`config.mk`:
```
export PLATFORM = sky130hd
export DESIGN_NAME = linear_layer_start_fifo_ctrl_flat
export DESIGN_NICKNAME = d
export VERILOG_FILES = /design/src/rtl/linear_layer_start_fifo_ctrl_if.sv /design/src/rtl/linear_layer_start_fifo_ctrl.sv /design/src/flat_wrapper.sv
export SDC_FILE = /design/constraint.sdc
export NUM_CORES = 1
export LEC_CHECK = 0
export ABC_AREA = 0
export CAP_MARGIN = 0
export CORE_AREA = 4 4 41 43
export DETAILED_ROUTE_END_ITERATION = 8
export DIE_AREA = 0 0 45 47
export GPL_TIMING_DRIVEN = 0
export PLACE_DENSITY = 0.55
export SLEW_MARGIN = 40
export SYNTH_ARGS = -nofsm -noshare
export SYNTH_HDL_FRONTEND = slang
export SYNTH_SLANG_ARGS = --single-unit
```
`constraint.sdc`:
```
create_clock -name clk -period 1.7 [get_ports clk]
set_input_delay 0.17 -clock clk [delete_from_list [all_inputs] [get_ports clk]]
set_output_delay 0.17 -clock clk [all_outputs]
set_load 0.02 [all_outputs]
```
`src/rtl/linear_layer_start_fifo_ctrl_if.sv`:
```
// Start-FIFO handshake bundle: write side (ce/write/din/full_n),
// read side (ce/read/dout/empty_n); master = producer+consumer, slave = FIFO.
interface linear_layer_start_fifo_ctrl_if #(
  parameter int DATA_WIDTH = 1
);
  logic                  if_write_ce;
  logic                  if_write;
  logic [DATA_WIDTH-1:0] if_din;
  logic                  if_full_n;
  logic                  if_read_ce;
  logic                  if_read;
  logic [DATA_WIDTH-1:0] if_dout;
  logic                  if_empty_n;

  modport master (
    output if_write_ce, if_write, if_din,
    output if_read_ce, if_read,
    input  if_full_n, if_dout, if_empty_n
  );

  modport slave (
    input  if_write_ce, if_write, if_din,
    input  if_read_ce, if_read,
    output if_full_n, if_dout, if_empty_n
  );
endinterface

```
`src/rtl/linear_layer_start_fifo_ctrl.sv`:
```
// Shift-register start FIFO. Ports: clk, reset_n (async low), bus (slave).
// START_FIFO_OREG_EN adds a registered output stage (capacity DEPTH+1).
module linear_layer_start_fifo_ctrl #(
  parameter int DATA_WIDTH = 1,
  parameter int ADDR_WIDTH = 1,
  parameter int DEPTH      = 2
) (
  input logic clk,
  input logic reset_n,
  linear_layer_start_fifo_ctrl_if.slave bus
);
  localparam int CW = $clog2(DEPTH + 1);

  logic [DATA_WIDTH-1:0] mem_q [DEPTH];
  logic [CW-1:0]         cnt_q, cnt_d;
  logic [ADDR_WIDTH-1:0] raddr_q, raddr_d;
  logic                  full_n_q, empty_n_q;
  logic                  push, st_pop;
  logic [DATA_WIDTH-1:0] st_head;

  assign push = bus.if_write & bus.if_write_ce & full_n_q;
  assign st_head = mem_q[raddr_q];

  always_comb begin
    cnt_d = cnt_q;
    unique case (1'b1)
      push & ~st_pop: cnt_d = cnt_q + 1'b1;
      st_pop & ~push: cnt_d = cnt_q - 1'b1;
      default:        cnt_d = cnt_q;
    endcase
  end

  // Newest entry sits at 0, so the head is at cnt-1.
  always_comb begin
    raddr_d = '0;
    if (cnt_d != '0)
      raddr_d = ADDR_WIDTH'(cnt_d - 1'b1);
  end

  always_ff @(posedge clk or negedge reset_n) begin
    if (!reset_n) begin
      cnt_q     <= '0;
      raddr_q   <= '0;
      full_n_q  <= 1'b1;
      empty_n_q <= 1'b0;
    end else begin
      cnt_q     <= cnt_d;
      raddr_q   <= raddr_d;
      full_n_q  <= (cnt_d != CW'(DEPTH));
      empty_n_q <= (cnt_d != '0);
    end
  end

  // Payload storage is intentionally not reset.
  always_ff @(posedge clk) begin
    if (push) begin
      mem_q[0] <= bus.if_din;
      for (int i = DEPTH - 1; i > 0; i--)
        mem_q[i] <= mem_q[i-1];
    end
  end

  assign bus.if_full_n = full_n_q;

`ifdef START_FIFO_OREG_EN
  logic [DATA_WIDTH-1:0] oreg_q;
  logic                  ovld_q;
  logic                  opop;

  assign opop   = bus.if_read & bus.if_read_ce & ovld_q;
  // Refill the output register whenever it is free or being drained.
  assign st_pop = empty_n_q & (~ovld_q | opop);

  always_ff @(posedge clk or negedge reset_n) begin
    if (!reset_n)
      ovld_q <= 1'b0;
    else if (st_pop)
      ovld_q <= 1'b1;
    else if (opop)
      ovld_q <= 1'b0;
  end

  always_ff @(posedge clk) begin
    if (st_pop)
      oreg_q <= st_head;
  end

  assign bus.if_dout    = oreg_q;
  assign bus.if_empty_n = ovld_q;
`else
  assign st_pop = bus.if_read & bus.if_read_ce & empty_n_q;

  assign bus.if_dout    = st_head;
  assign bus.if_empty_n = empty_n_q;
`endif

endmodule

```
`src/flat_wrapper.sv`:
```
// flat-port wrapper written by rule: the top's interface ports become plain ports
module linear_layer_start_fifo_ctrl_flat 
#(
  parameter int DATA_WIDTH = 1,
  parameter int ADDR_WIDTH = 1,
  parameter int DEPTH      = 2
)
  (clk, reset_n, bus_if_write_ce, bus_if_write, bus_if_din, bus_if_read_ce, bus_if_read, bus_if_full_n, bus_if_dout, bus_if_empty_n);
  linear_layer_start_fifo_ctrl_if #(.DATA_WIDTH(DATA_WIDTH)) bus_i ();
  input logic clk;
  input logic reset_n;
  input wire logic [$bits(bus_i.if_write_ce)-1:0] bus_if_write_ce;
  input wire logic [$bits(bus_i.if_write)-1:0] bus_if_write;
  input wire logic [$bits(bus_i.if_din)-1:0] bus_if_din;
  input wire logic [$bits(bus_i.if_read_ce)-1:0] bus_if_read_ce;
  input wire logic [$bits(bus_i.if_read)-1:0] bus_if_read;
  output wire logic [$bits(bus_i.if_full_n)-1:0] bus_if_full_n;
  output wire logic [$bits(bus_i.if_dout)-1:0] bus_if_dout;
  output wire logic [$bits(bus_i.if_empty_n)-1:0] bus_if_empty_n;
  assign bus_i.if_write_ce = bus_if_write_ce;
  assign bus_i.if_write = bus_if_write;
  assign bus_i.if_din = bus_if_din;
  assign bus_i.if_read_ce = bus_if_read_ce;
  assign bus_i.if_read = bus_if_read;
  assign bus_if_full_n = bus_i.if_full_n;
  assign bus_if_dout = bus_i.if_dout;
  assign bus_if_empty_n = bus_i.if_empty_n;
  linear_layer_start_fifo_ctrl #(.DATA_WIDTH(DATA_WIDTH), .ADDR_WIDTH(ADDR_WIDTH), .DEPTH(DEPTH)) u_core (.clk(clk), .reset_n(reset_n), .bus(bus_i));
endmodule
```
==> impl_metrics.ini <==
[run_status]
status = completed

[grt]
grt_pass1_vias = 235
overflow = 0
grtUsageTotal = 0.0774
grt_antenna_before_repair = 0
grt_max_degree = 8
grt_pass1_wl_mm = 1.01

[cells_and_area]
finalNetCount = 47
n_antenna_cell = 0
layout-drive-gt1-share = 0.184
syn_to_final_growth_pct = 43.5
fin_cells = 53

[power_and_ir_drop]
share_comb_of_total_power = 0.409
leakagePower_nw = 0.193
power_density_mw_per_mm2 = 1600
pwr-share-clk = 0.208
p_int_mw = 0.479
p_seq_frac = 0.383
ir_worst_vdd_v = 0.000803
p_sw_mw = 0.233
fin_total_pwr_mw = 0.712
switching_share = 0.327

[critical_path]
startpoint_type = flop
reg2reg_depth = 5
cp.required_ns = 1.53
arrival_ns = 1.45
r2r_slack_ns = 0.20
endpoint_kind = output port
crit_fanout = 1
criticalPathCategory = reg2out

[synthesis]
synth_area_sq_um = 310
ys_top_cells_by_count = 4 x dfrtp_1, 3 x nand2_1
synth_top_cell_area_share = 0.323
yosysUniqueCellTypes = 16
synth_edf_count = 2
syn_nets = 33
ys.flop_type = dfrtp_1
yosysSeqAreaShare = 0.601
syn_area_per_cell_sq_um = 12.4
netlist_instances = 25
synth.most_common_cell = dfrtp_1
ys_warn_count = 0
synth.area.top_cells = dfrtp_1 32%, edfxtp_1 19%, dfstp_2 8.5%
ys_ff_latch = 7
yosys.area.top_type = dfrtp_1
async_flop_share = 0.714

[floorplanning]
num_rows = 13
die_w_microns = 45
die_area_sq_mm = 0.00212
core_sq_mm = 0.00130
ios = 10
die_y_microns = 47
initial_utilization = 0.238

[detailed_routing]
m1WireLength_microns = 240
drtPass1Iterations = 1
viasPerCell = 4.40
wl_microns = 609
ant_nets = 0
route.met3.wl_microns = 58
wl_per_cell_microns = 11.5
drt_iter0_drc = 0
num_vias = 233
drt_drc_violations_left = 0
top_layer_used = met4
route.met2.wl_microns = 301

[sta]
drv_slew = 0
fmax_mhz = 619
tns_ns = 0
relSlewSlack = 0.828
hold_viol = 0
fin_skew_ns = 0.00403
fin_ws_ns = 0.0840
holdWs_ns = 0.141
rsz0062_at_grt = no
layout_min_cycle_time_ns = 1.62
final.period_utilization = 0.951
worst_slew_pin_slew_ns = 0.258
setup_viol = 0

[place]
place_hpwl_microns = 478
gp_congestion = 0.710
port_buffers = 9
place_ws_ns = 0.0915
placed_cells = 49

[clocking]
postCtsSetupRepairBufs = 0
cts_tree = done
cts_buffers = 3
cts.clk_slew.worst_paths_ns = 0.05
cts-root-buf = clkbuf_4
cts.sinks = 7
clk_latency_ns = 0.25
cts.repair.resized = 0
hold_buffers = 0
cts_buffer_depth = 2
htree_levels = 1

[run]
cap_viol_max_count = 0

[worst_hold_path]
min_path_type = in2async
[worst paths after layout]
check | startpoint | endpoint
max | u_core.raddr_q$_DFF_PN0_ | bus_if_dout
min | reset_n | u_core.raddr_q$_DFF_PN0_
max reg2reg | u_core.bus.if_full_n$_DFF_PN1_ | u_core.bus.if_full_n$_DFF_PN1_
min reg2reg | u_core.mem_q[0]$_DFFE_PP_ | u_core.mem_q[1]$_DFFE_PP_
max in group asynchronous | reset_n | u_core.bus.if_full_n$_DFF_PN1_
min in group clk | u_core.mem_q[0]$_DFFE_PP_ | u_core.mem_q[1]$_DFFE_PP_
[state kept, by name, indices dropped and copies added, names as in the netlist]
signal                 count
u_core.cnt_q               2
u_core.mem_q               2
u_core.raddr_q             1
u_core.bus.if_empty_n      1
u_core.bus.if_full_n       1
[per-stage QoR]
step,util,area (sq um)
after floorplan,-,310
after global placement,0.322,419
after detailed placement,0.322,419
after CTS,0.342,445
after global routing,0.342,445
final,0.342,445
[logic make-up (layout without fill, tap and decap cells)]
group,after synthesis,count (layout),synth area share
flops,7,7,0.601
simple gates,6,6,0.0887
xor+xnor,4,4,0.113
compound gates,3,3,0.0726
buf+inv,3,16,0.0484
fa+ha+maj,1,1,0.0403
mux,1,1,0.0363
[cell type report]
class                           instances  area [sq um]
Inverter                                2          7.51
Multi-Input combinational cell         15           109
Sequential cell                         7           186
Buffer                                  1          7.51
Timing Repair Buffer                    9          90.1
Fill cell                             152           856
Tap cell                               15          18.8
Clock buffer                            4          26.3
[metal layers]
metal,vias to the layer above,global-route usage
met1,113,0.0701
met2,8,0.110
met3,2,0.0728
li1,110,-
met4,0,0.0526
met5,-,0
[power by group through the flow]
stage	Combinational [mW]	Sequential (mW)	Clock [mW]
6_report	0.291	0.273	0.148
4_1_cts	0.292	0.275	0.157
5_1_grt	0.315	0.280	0.176
2_1_floorplan	0.181	0.293	0
3_3_place_gp	0.288	0.272	0
3_5_place_dp	0.290	0.277	0
[worst max-delay path: stages (launching register included)]
cell and delay [ns]:
dfrtp_1 0.34, mux2_2 0.33, clkdlybuf4s50_1 0.53
[cell usage in the layout, fill, tap and decap left out, drive strengths merged]
| cell type | Yosys | layout |
|---|---|---|
| clkdlybuf4s50 | 0 | 9 |
| dfrtp | 4 | 4 |
| clkbuf | 0 | 4 |
| nand2 | 3 | 3 |
| inv | 2 | 2 |
| xnor2 | 2 | 2 |
| xor2 | 2 | 2 |
| edfxtp | 2 | 2 |
| nand3 | 1 | 1 |
| buf | 1 | 1 |
| mux2 | 1 | 1 |
| and3 | 1 | 1 |
| nor3 | 1 | 1 |
| a31oi | 1 | 1 |
| o22a | 1 | 1 |
| o22ai | 1 | 1 |
| ha | 1 | 1 |
| dfstp | 1 | 1 |
Power figures use the tool's default switching activity.
